`config.mk`:
```
export PLATFORM = sky130hd
export DESIGN_NAME = instr_fetch_queue_flat
export DESIGN_NICKNAME = d
export VERILOG_FILES = /design/src/rtl/instr_fetch_queue_if.sv /design/src/rtl/instr_fetch_queue.sv /design/src/flat_wrapper.sv
export SDC_FILE = /design/constraint.sdc
export NUM_CORES = 1
export LEC_CHECK = 0
export ABC_CLOCK_PERIOD_IN_PS = 3700
export CAP_MARGIN = 20
export CORE_MARGIN = 3
export CORE_UTILIZATION = 25
export DETAILED_ROUTE_END_ITERATION = 6
export GPL_TIMING_DRIVEN = 1
export MAX_ROUTING_LAYER = met4
export PLACE_DENSITY = 0.51
export SLEW_MARGIN = 30
export SYNTH_ARGS = -nofsm -noshare
export SYNTH_HDL_FRONTEND = slang
export SYNTH_SLANG_ARGS = --single-unit
```
`constraint.sdc`:
```
create_clock -name Clk -period 3.7 [get_ports Clk]
set_clock_uncertainty 0.15 [all_clocks]
set_input_delay 1.11 -clock Clk [delete_from_list [all_inputs] [get_ports Clk]]
set_output_delay 1.11 -clock Clk [all_outputs]
set_load 0.005 [all_outputs]
```
`src/rtl/instr_fetch_queue_if.sv`:
```
// Fetch/IMEM/decode bus bundle for instr_fetch_queue.
// Latency: none, because this is wiring only.
// Backpressure: Instr_Valid/Instr_Ready toward decode, and Branch_Valid redirects fetch.
interface instr_fetch_queue_if #(
    parameter int ADDR_WIDTH    = 32,
    parameter int MEM_ADDR_BITS = 10
);
    logic                     Branch_Valid;
    logic [ADDR_WIDTH-1:0]    Branch_PC;
    logic [ADDR_WIDTH-1:0]    PC_Immed;
    logic [MEM_ADDR_BITS-1:0] Imem_Addr;
    logic [31:0]              Imem_Dout;
    logic [31:0]              Instr;
    logic [ADDR_WIDTH-1:0]    Instr_PC;
    logic                     Instr_Valid;
    logic                     Instr_Ready;

    // Fetch unit side
    modport master (
        input  Branch_Valid, Branch_PC, PC_Immed, Imem_Dout, Instr_Ready,
        output Imem_Addr, Instr, Instr_PC, Instr_Valid
    );

    // Environment side (IMEM, decode, branch unit)
    modport slave (
        output Branch_Valid, Branch_PC, PC_Immed, Imem_Dout, Instr_Ready,
        input  Imem_Addr, Instr, Instr_PC, Instr_Valid
    );
endinterface

```
`src/rtl/instr_fetch_queue.sv`:
```
// Decoupled fetch: owns the PC, issues IMEM word reads and buffers results in a prefetch queue.
// Latency: issue to Instr_Valid is 2 cycles, and a redirect target becomes visible 3 cycles after Branch_Valid.
// Backpressure: Instr_Ready low fills the queue, and issue stops when count+inflight reaches QUEUE_DEPTH.
// Optional: IF_PERF_COUNTERS_EN adds the Stall_Cycles/Flush_Count saturating counters.
module instr_fetch_queue #(
    parameter int                  ADDR_WIDTH    = 32,
    parameter int                  MEM_ADDR_BITS = 10,
    parameter int                  QUEUE_DEPTH   = 4,
    parameter logic [ADDR_WIDTH-1:0] RESET_PC    = '0
) (
    input  logic                   Clk,
    input  logic                   Reset,
    instr_fetch_queue_if.master    bus
`ifdef IF_PERF_COUNTERS_EN
    ,
    output logic [31:0]            Stall_Cycles,
    output logic [31:0]            Flush_Count
`endif
);
    localparam int PTR_W = (QUEUE_DEPTH > 1) ? $clog2(QUEUE_DEPTH) : 1;
    localparam int CNT_W = $clog2(QUEUE_DEPTH + 1);

    logic [ADDR_WIDTH-1:0] fetch_pc_q, fetch_pc_d;
    logic                  inflight_q, inflight_d;
    logic [ADDR_WIDTH-1:0] inflight_pc_q, inflight_pc_d;
    logic [PTR_W-1:0]      rd_ptr_q, rd_ptr_d;
    logic [PTR_W-1:0]      wr_ptr_q, wr_ptr_d;
    logic [CNT_W-1:0]      count_q, count_d;
    logic [31:0]           q_instr_q [QUEUE_DEPTH];
    logic [31:0]           q_instr_d [QUEUE_DEPTH];
    logic [ADDR_WIDTH-1:0] q_pc_q    [QUEUE_DEPTH];
    logic [ADDR_WIDTH-1:0] q_pc_d    [QUEUE_DEPTH];

    logic                  instr_valid;
    logic                  do_issue;
    logic                  do_wr;
    logic                  do_deq;
    logic                  has_room;
    logic [ADDR_WIDTH-1:0] redirect_tgt;

    function automatic logic [PTR_W-1:0] ptr_inc(input logic [PTR_W-1:0] p);
        return (p == PTR_W'(QUEUE_DEPTH - 1)) ? '0 : p + PTR_W'(1);
    endfunction

    assign instr_valid   = (count_q != '0);
    assign has_room      = (int'(count_q) + int'(inflight_q)) < QUEUE_DEPTH;
    assign do_issue      = has_room && !bus.Branch_Valid;
    // A return landing in a redirect cycle belongs to the wrong path, so it is dropped.
    assign do_wr         = inflight_q && !bus.Branch_Valid;
    // Consumption happens even in a redirect cycle, and the flush then discards the remainder.
    assign do_deq        = instr_valid && bus.Instr_Ready;
    // The target is relative to the branch's own address plus 4, and it is forced to word alignment.
    assign redirect_tgt  = (bus.Branch_PC + ADDR_WIDTH'(4) + bus.PC_Immed) & ~ADDR_WIDTH'(3);

    assign bus.Imem_Addr   = fetch_pc_q[MEM_ADDR_BITS+1:2];
    assign bus.Instr       = q_instr_q[rd_ptr_q];
    assign bus.Instr_PC    = q_pc_q[rd_ptr_q];
    assign bus.Instr_Valid = instr_valid;

    // Next-state for the PC, the inflight tracker and the queue pointers/storage
    always_comb begin
        fetch_pc_d    = fetch_pc_q;
        inflight_d    = inflight_q;
        inflight_pc_d = inflight_pc_q;
        rd_ptr_d      = rd_ptr_q;
        wr_ptr_d      = wr_ptr_q;
        count_d       = count_q;
        q_instr_d     = q_instr_q;
        q_pc_d        = q_pc_q;

        if (bus.Branch_Valid) begin
            fetch_pc_d = redirect_tgt;
            inflight_d = 1'b0;
            rd_ptr_d   = '0;
            wr_ptr_d   = '0;
            count_d    = '0;
        end else begin
            inflight_d = do_issue;
            if (do_issue) begin
                inflight_pc_d = fetch_pc_q;
                fetch_pc_d    = fetch_pc_q + ADDR_WIDTH'(4);
            end
            if (do_wr) begin
                q_instr_d[wr_ptr_q] = bus.Imem_Dout;
                q_pc_d[wr_ptr_q]    = inflight_pc_q;
                wr_ptr_d            = ptr_inc(wr_ptr_q);
            end
            if (do_deq) begin
                rd_ptr_d = ptr_inc(rd_ptr_q);
            end
            if (do_wr && !do_deq) begin
                count_d = count_q + CNT_W'(1);
            end else if (!do_wr && do_deq) begin
                count_d = count_q - CNT_W'(1);
            end
        end
    end

    // State registers: reset wins over redirect and handshake
    always_ff @(posedge Clk) begin
        if (Reset) begin
            fetch_pc_q    <= RESET_PC;
            inflight_q    <= 1'b0;
            inflight_pc_q <= '0;
            rd_ptr_q      <= '0;
            wr_ptr_q      <= '0;
            count_q       <= '0;
            for (int i = 0; i < QUEUE_DEPTH; i++) begin
                q_instr_q[i] <= '0;
                q_pc_q[i]    <= '0;
            end
        end else begin
            fetch_pc_q    <= fetch_pc_d;
            inflight_q    <= inflight_d;
            inflight_pc_q <= inflight_pc_d;
            rd_ptr_q      <= rd_ptr_d;
            wr_ptr_q      <= wr_ptr_d;
            count_q       <= count_d;
            q_instr_q     <= q_instr_d;
            q_pc_q        <= q_pc_d;
        end
    end

`ifdef IF_PERF_COUNTERS_EN
    logic [31:0] stall_cycles_q, stall_cycles_d;
    logic [31:0] flush_count_q, flush_count_d;

    // Saturating event counters for decode stalls and redirects
    always_comb begin
        stall_cycles_d = stall_cycles_q;
        flush_count_d  = flush_count_q;
        if (instr_valid && !bus.Instr_Ready && (stall_cycles_q != 32'hFFFF_FFFF)) begin
            stall_cycles_d = stall_cycles_q + 32'd1;
        end
        if (bus.Branch_Valid && (flush_count_q != 32'hFFFF_FFFF)) begin
            flush_count_d = flush_count_q + 32'd1;
        end
    end

    // Counter registers
    always_ff @(posedge Clk) begin
        if (Reset) begin
            stall_cycles_q <= '0;
            flush_count_q  <= '0;
        end else begin
            stall_cycles_q <= stall_cycles_d;
            flush_count_q  <= flush_count_d;
        end
    end

    assign Stall_Cycles = stall_cycles_q;
    assign Flush_Count  = flush_count_q;
`endif
endmodule

```
`src/flat_wrapper.sv`:
```
// flat-port wrapper written by rule: the top's interface ports become plain ports
module instr_fetch_queue_flat 
#(
    parameter int                  ADDR_WIDTH    = 32,
    parameter int                  MEM_ADDR_BITS = 10,
    parameter int                  QUEUE_DEPTH   = 4,
    parameter logic [ADDR_WIDTH-1:0] RESET_PC    = '0
)
  (Clk, Reset, bus_Branch_Valid, bus_Branch_PC, bus_PC_Immed, bus_Imem_Dout, bus_Instr_Ready, bus_Imem_Addr, bus_Instr, bus_Instr_PC, bus_Instr_Valid);
  instr_fetch_queue_if #(.ADDR_WIDTH(ADDR_WIDTH), .MEM_ADDR_BITS(MEM_ADDR_BITS)) bus_i ();
  input  logic Clk;
  input  logic Reset;
  input wire logic [$bits(bus_i.Branch_Valid)-1:0] bus_Branch_Valid;
  input wire logic [$bits(bus_i.Branch_PC)-1:0] bus_Branch_PC;
  input wire logic [$bits(bus_i.PC_Immed)-1:0] bus_PC_Immed;
  input wire logic [$bits(bus_i.Imem_Dout)-1:0] bus_Imem_Dout;
  input wire logic [$bits(bus_i.Instr_Ready)-1:0] bus_Instr_Ready;
  output wire logic [$bits(bus_i.Imem_Addr)-1:0] bus_Imem_Addr;
  output wire logic [$bits(bus_i.Instr)-1:0] bus_Instr;
  output wire logic [$bits(bus_i.Instr_PC)-1:0] bus_Instr_PC;
  output wire logic [$bits(bus_i.Instr_Valid)-1:0] bus_Instr_Valid;
  assign bus_i.Branch_Valid = bus_Branch_Valid;
  assign bus_i.Branch_PC = bus_Branch_PC;
  assign bus_i.PC_Immed = bus_PC_Immed;
  assign bus_i.Imem_Dout = bus_Imem_Dout;
  assign bus_i.Instr_Ready = bus_Instr_Ready;
  assign bus_Imem_Addr = bus_i.Imem_Addr;
  assign bus_Instr = bus_i.Instr;
  assign bus_Instr_PC = bus_i.Instr_PC;
  assign bus_Instr_Valid = bus_i.Instr_Valid;
  instr_fetch_queue #(.ADDR_WIDTH(ADDR_WIDTH), .MEM_ADDR_BITS(MEM_ADDR_BITS), .QUEUE_DEPTH(QUEUE_DEPTH), .RESET_PC(RESET_PC)) u_core (.Clk(Clk), .Reset(Reset), .bus(bus_i));
endmodule
```
==> results.md, run 1 <==
- Min-Delay Path Depth: 2
- Port-buffer cells: 172
- Multi-input gate area: 8215 um2
- Slew headroom: 0.5661
- H-Tree Depth: 2
- CTS Buf Count: 37
- Tmin final: 3.565 ns
- Share of layout cells above drive strength 1: 0.1353
- Main flop type after synthesis: dfxtp_1
- Post-DRT Antenna Nets: 0
- Mean Syn Cell Area: 8.456 um2
- FF/Latch Area: 6334 um2
- Synth Area in Simple Gates: 0.1960
- Min-delay src: u_core.q_pc_q[73]
- Synth Cell Area: 15090 um2
- Worst skew pair latency: 0.52 ns
- Clock slew at reported path FFs: 0.06 ns
- Final global-route overflow total: 0
- Leakage Power: 6.764 nW
- Main combinational cell family by area after synthesis: simple AND/OR/NAND/NOR gates
- Post-Place Worst Slack: -0.4759 ns
- Crit Reg-Reg Endpoint: u_core.fetch_pc_q[30]
- Worst hold path class: flip-flop to flip-flop
- Register area share after synthesis: 0.4191
- Worst R2R Path Depth: 8
- Reg2reg start: u_core.inflight_q
- Final RePlAce weighted congestion: 0.7921
- Root Driver: clkbuf_16
- Compound-gate portion of the synthesized area: 0.1611
- Adder-Cell Fraction of Synth Area: 0.05737
- Max-Cap Viols: 0
- Detailed-route via count: 13126
- I/O Pins: 175
- Clk sink count: 316
- Register bit count reported by yosys: 316
- Fmax achieved: 0.2805 GHz
- Diode count: 0
- Mux contribution to synthesized area: 0.09450
- Pin count of the biggest net entering global routing: 142
- CP required: 3.95 ns
- Ys Warns: 0
- Die H: 251.7 um
- DRT Wirelength: 46.00 mm
- Final Slew Violations: 0
- Startpoint Class: input port
- Final worst path period share: 0.9636
- Max VDD drop: 0.2584 mV
- Core area: 59350 um2
- Layout fillers: 6200
- RSZ-0062 raised after global routing: false
- Worst R2R Setup Slack: 1.24 ns
- Antenna violations before repair: 0
- Final nets: 2137
- Final Hold Viols: 0
- Overall Power: 8.284 mW
- Clk buf depth: 3
- Final setup fails: 0
- Ys async rst share: 0
- Total GRT Usage: 0.1470
- Status: complete, no violations
- Post-Synth XOR/XNOR Area: 0.03125
- Worst slew pin tran: 0.6509 ns
- Vias/cell: 4.740
- HPWL after DPL: 29.94 mm
- Drt pass-1 iters: 5
- Crit path capture type: flip-flop
- Full die area: 63360 um2
- Drt drc: 0
- PnR worst setup slack: 0.1347 ns
- Synth cell types: 74
- Crit Path Max Fanout: 4
- Die Width: 251.7 um
- First-pass GRT wire length: 72.86 mm
- Setup CP Type: input port to flip-flop
- Arrival @ worst endpoint: 3.81 ns
- Initial core utilization: 0.2543
- Number of synthesized flops with an enable pin: 0
- Pwr dens: 427.5 nW/um2
- Mapped Cells: 1785
- End of the worst hold path: u_core.q_pc_q[73]
- Vias in the first global route: 13162
- Rows: 89
- CTS tree: done
- Number of DRC violations after detailed-routing iteration 0: 854
- Drt wl/cell: 16.61 um
- Area growth, synth to finish: 28.38%
[worst max-delay path: stages]
cell	delay, ns
clkdlybuf4s50_1	0.40
ha_1	0.36
ha_4	0.27
nor2b_2	0.15
o311a_1	0.38
o21ai_2	0.15
o21bai_1	0.08
buf_4	0.14
buf_4	0.14
o21ai_2	0.16
o21ai_0	0.12
a211oi_1	0.26
o22ai_1	0.10
[area by class of cell]
type,instances,area share
multi-input combinational,1325,0.4240
tap,773,0.04992
inverter,15,0.002906
clock inverter,10,0.004133
timing repair buffer,274,0.1344
sequential,316,0.3269
clock buffer,56,0.05779
[metrics by stage]
stage / area, um2 / utilization / setup TNS, ns / cells / hold WS, ns
final: 19380 / 0.3265 / 0 / 2769 / 0.2992
after global placement: 18080 / 0.3046 / -5.659 / 2697 / 0.2881
after floorplan: 15100 / - / 0 / 1786 / 0.2831
after CTS: 19300 / 0.3251 / 0 / 2765 / 0.3013
after detailed placement: 18080 / 0.3046 / -5.848 / 2697 / 0.2933
after global routing: 19380 / 0.3265 / 0 / 2769 / 0.3145
[cells in the mapped netlist, drive strengths merged (5+ instances only)]
library cell	n	area, um2
nand3	19	95.09
buf	29	175.2
mux4	62	1396
dfxtp	316	6326
a21oi	310	1567
xnor2	27	244.0
nand2b	5	31.28
a21o	15	112.6
ha	66	825.8
nor2b	7	43.79
o211ai	10	80.07
inv	15	56.30
o21ai	16	83.83
clkbuf	101	379.1
and2	6	37.54
nor3	6	35.03
a211oi	23	197.7
nand2	594	2232
nand4	7	58.81
nor2	48	195.2
and3	13	86.33
o21a	7	52.55
xor2	26	227.7
[worst max-delay path by stage]
stage | start | endpoint | slack [ns] | depth (start not counted)
after floorplan | bus_PC_Immed[7] | u_core.fetch_pc_q[26] | 0.22 | 10
after global placement | bus_PC_Immed[3] | u_core.fetch_pc_q[25] | -0.44 | 13
after detailed placement | bus_PC_Immed[3] | u_core.fetch_pc_q[25] | -0.48 | 13
after CTS | u_core.rd_ptr_q[1] | bus_Instr_PC[15] | 0.004 | 3
after global routing | bus_PC_Immed[2] | u_core.fetch_pc_q[26] | 0.007 | 13
final | bus_PC_Immed[3] | u_core.fetch_pc_q[25] | 0.13 | 13
[power breakdown]
part	leakage [nW]	internal [mW]	total, mW	switching (mW)
Sequential	2.56	3.48	3.58	0.0958
Combinational	3.61	0.549	1.11	0.563
Clock	0.595	2.16	3.59	1.43
[state kept, by name, summed over array words and instances (netlist names)]
signal,cells
u_core.wr_ptr_q,2
u_core.inflight_pc_q,30
u_core.rd_ptr_q,2
u_core.q_instr_q,128
u_core.q_pc_q,120
u_core.count_q,3
u_core.inflight_q,1
u_core.fetch_pc_q,30
[cells in the final DEF, fill, tap and decap left out, types with 9 or more instances in the layout]
cell type        Yosys  final
nand3_1             19     19
inv_1               15     14
a21oi_1            308    307
buf_12               0      9
xnor2_1             26     26
clkdlybuf4s50_1      0    170
o21ai_0             10     10
o211ai_1             9      9
clkbuf_16            0     39
a211oi_1            18     18
and3_1              12     12
nor2_1              46     46
buf_4               12     92
mux4_2              62     62
clkbuf_1           101      9
nand2_1            593    589
a21o_1              15     15
ha_1                66     65
dfxtp_1            316    314
xor2_1              26     26
[cell families (layout without fill, tap and decap cells)]
group,Yosys count,after routing
and+or+nand+nor,722,722
buffers and inverters,145,355
xor gates and xnor gates,53,53
muxes,65,65
DFF,316,316
other,1,2
adders and majority gates,68,68
AOI/OAI and AO/OA,415,415
[metal layers]
layer	track usage	share of wire	vias up
li1	-	-	6466
met1	0.1872	0.45	6276
met2	0.2412	0.47	334
met3	0.03031	0.064	50
met4	0.03265	0.016	0
met5	-	0	-
[repair_timing]
item	CTS	global route
hold endpoints to repair	0	0
pin swaps	0	9
buffers inserted	2	4
gates resized for setup	1	9
endpoints found under the setup margin	15	12
hold buffers	0	0
Power figures use the tool's default switching activity.
==> inputs of run 2 (changes only) <==
Settings changed: ABC_AREA set to 1, GPL_TIMING_DRIVEN 1 to 0, REMOVE_ABC_BUFFERS set to 1.
==> run 2 against run 1 <==
Effect of this change:
- the run now ends with DRC left
- cell area rose by 8.6%
- synthesized area increased by 10%
- first-iteration DRC count grew 75%
- count of clock-buffer cells in the layout grew 4
- die area increased by 9.9%
- hold slack better by 0.0070 ns
- flip-flop and latch count is the same
- utilization fell by 0.35 points
- wire length grew 34%
- sequential share of layout area down 2.6 points
==> results.md, run 2 <==
- Post-DRT Antenna Nets: 0 (unchanged)
- Full die area: 69640 um2 (+9.9%)
- Clock slew at reported path FFs: 0.05 ns (about the same)
- Worst hold path class: flip-flop to flip-flop
- RSZ-0062 raised after global routing: true
- Synth Area in Simple Gates: 0.2837 (+0.08770)
- Max VDD drop: 0.2272 mV (-12%)
- Port-buffer cells: 172 (unchanged)
- H-Tree Depth: 2 (unchanged)
- Max reg flops: 128 (unchanged)
- Antenna violations before repair: 0 (unchanged)
- Main flop type after synthesis: dfxtp_1
- Drt drc: 6 (+6)
- Max stage delay on crit path: 0.60 ns (+0.20 ns)
- Ys Warns: 0 (unchanged)
- Top flop regs: u_core.q_instr_q: 128 flops, u_core.q_pc_q: 120 flops
- Top cells by area, synth: dfxtp_1 (38%), nand2_1 (11%), a21oi_1 (9.4%), nand3_1 (9.2%), o21ai_0 (5.8%)
- Number of synthesized flops with an enable pin: 0 (unchanged)
- Commonest non-fill, non-tap cell in the layout: nand2_1
- Area growth, synth to finish: 26.57%
- Rows: 93 (+4.5%)
- Total GRT Usage: 0.1717 (+0.02466)
- Mux contribution to synthesized area: 0 (-0.09450)
- Post-synth top area share: 0.3804 (-0.03870)
- Commonest cells post-synth: nand2_1 (497), dfxtp_1 (316), a21oi_1 (313)
- Register area share after synthesis: 0.3804 (-0.03870)
- Detailed-route via count: 17156 (+31%)
- Most common cell in the netlist: nand2_1
- CTS Buf Count: 40 (+8.1%)
- Worst skew pair latency: 0.55 ns (+0.03 ns)
- Die H: 263.9 um (+4.8%)
- Pin count of the biggest net entering global routing: 107 (-25%)
- CP required: 2.44 ns (-1.51 ns)
- Startpoint Class: flip-flop
- Tmin final: 3.635 ns (+0.06962 ns)
- Compound-gate portion of the synthesized area: 0.1918 (+0.03073)
- Diode count: 0 (unchanged)
- Failing checks: DRC
- Clk sink count: 316 (unchanged)
- Arrival @ worst endpoint: 2.37 ns (-1.44 ns)
- Share of layout cells above drive strength 1: 0.05933 (-0.07594)
- HPWL after DPL: 37.61 mm (+26%)
- Final global-route overflow total: 0 (unchanged)
- Leakage Power: 8.056 nW (+19%)
- Synth area leader: dfxtp_1
- Final RePlAce weighted congestion: 0.8290 (+4.7%)
- Core area: 65160 um2 (+9.8%)
- Multi-input gate area: 9090 um2 (+11%)
- Placed instance area: 19380 um2 (+7.2%)
- DRT Wirelength: 61.46 mm (+34%)
- Post-route cell area: 21050 um2 (+8.6%)
- Clk buf depth: 3 (unchanged)
- Number of DRC violations after detailed-routing iteration 0: 1498 (+75%)
- Hold Buf Count CTS: 0 (unchanged)
- First-pass GRT wire length: 94.01 mm (+29%)
- Die Width: 263.9 um (+4.8%)
- CTS tree: done
- Ys async rst share: 0 (unchanged)
- CP max-delay cell: clkdlybuf4s50_1
- Worst slew pin tran: 0.8400 ns (+0.1891 ns)
- Crit path buffers/inverters: 3 (unchanged)
- Mean Syn Cell Area: 6.809 um2 (-19%)
- Adder-Cell Fraction of Synth Area: 0.05207 (-0.005296)
- Family with the most delay on the worst path: buffers and inverters
- Crit path capture type: primary output
- Crit Path Max Fanout: 24 (+20)
- Mapped Cells: 2442 (+37%)
- Pwr dens: 428.3 nW/um2 (+0.17%)
- Post-Synth XOR/XNOR Area: 0.009481 (-0.02177)
- Root Driver: clkbuf_16
- Final worst path period share: 0.9824 (+0.01882)
- Main combinational cell family by area after synthesis: simple AND/OR/NAND/NOR gates
- Register bit count reported by yosys: 316 (unchanged)
- Synth cell types: 45 (-39%)
- Most flops, register: u_core.q_instr_q
- Initial core utilization: 0.2552 (+0.0008892)
- Final Hold Viols: 0 (unchanged)
- Post-layout util: 0.3230 (-0.003470)
- Drt pass-1 iters: 7 (+2)
- Setup CP Type: flip-flop to primary output
- Final setup fails: 0 (unchanged)
- Final Slew Violations: 0 (unchanged)
- Final nets: 2684 (+26%)
- FF/Latch Area: 6334 um2 (unchanged)
- Layout fillers: 6963 (+12%)
- Status: finished, violations left
- Drt wl/cell: 18.08 um (+8.8%)
- Cells along the critical path: buf_6 -> bufbuf_16 -> nor2_1 -> o22ai_1 -> clkdlybuf4s50_1
- Most frequent cells in the layout: nand2_1 (493), dfxtp_1 (314), a21oi_1 (313)
- Slew headroom: 0.4400 (-0.1261)
- Max-Cap Viols: 0 (unchanged)
- Vias in the first global route: 16383 (+24%)
- I/O Pins: 175 (unchanged)
- Vias/cell: 5.046 (+6.4%)
- Fmax achieved: 0.2751 GHz (-1.9%)
- Synth Cell Area: 16630 um2 (+10%)
==> run 2: final cells by class <==
cell class | instances | area share
clock buffer | 60 | 0.05547
tap | 855 | 0.05083
clock inverter | 11 | 0.007669
timing repair inverter | 1 | 0.0007728
sequential | 316 | 0.3009
inverter | 147 | 0.02818
timing repair buffer | 212 | 0.1242
multi-input combinational | 1798 | 0.4319
==> run 2: cells by family (layout without fill, tap and decap cells) <==
kind of cell	count (synthesis)	in the layout
buffers and inverters	329	431
other	1	2
adder cells (fa/ha/maj)	68	68
AO/OA/AOI/OAI	606	606
AND/OR/NAND/NOR	1104	1104
XOR/XNOR	18	18
flip-flops	316	316
==> run 2: final timing paths <==
check,from,to,slack [ns],depth (start not counted)
worst min register to register,u_core.q_pc_q[51],u_core.q_pc_q[51],0.31,2
worst min-delay path,u_core.q_pc_q[51],u_core.q_pc_q[51],0.31,2
worst max-delay path,u_core.rd_ptr_q[0],bus_Instr_PC[16],0.07,5
worst max register to register,u_core.count_q[1],u_core.fetch_pc_q[8],1.06,7
==> run 2: report_power, final <==
| group | total, mW | leakage (nW) | internal (mW) | switching (mW) |
|---|---|---|---|---|
| logic | 1.39 | 4.84 | 0.557 | 0.829 |
| clock network | 4.00 | 0.656 | 2.46 | 1.55 |
| registers | 3.63 | 2.56 | 3.50 | 0.129 |
| total | 9.01 | 8.06 | 6.51 | 2.50 |
==> run 2: repair_timing <==
item / CTS / global route
endpoints found under the setup margin: 62 / 30
setup buffers: 4 / 4
gates resized for setup: 19 / 9
pin swaps: 0 / 1
gates cloned: 4 / 2
==> run 2: worst register-to-register path, delay by kind of cell (launching register included) <==
kind                   cells  cell delay, ns
AOI/OAI and AO/OA          3            1.01
buffers and inverters      3            0.78
DFF                        1            0.35
and+or+nand+nor            1            0.29
==> run 2: layer usage <==
layer,track usage,vias up,wire (um)
met5,-,-,0
met4,0.04016,0,981
met3,0.02021,81,3329
met2,0.2923,535,30040
met1,0.2176,8189,27110
li1,-,8351,-
==> run 2: per-stage QoR <==
step | hold slack, ns | TNS (ns) | setup slack (ns) | total power [mW] | cells
floorplan | 0.2813 | -2564.40 | -9.983 | 4.361 | 2261
global placement | 0.2922 | -6502.19 | -21.86 | 5.013 | 3288
detailed placement | 0.2989 | -6.386 | -0.3532 | 5.059 | 3315
CTS | 0.3077 | -0.01110 | -0.003921 | 9.109 | 3394
global route | 0.3194 | -0.01016 | -0.006719 | 9.423 | 3400
finish | 0.3062 | 0 | 0.06513 | 9.014 | 3400
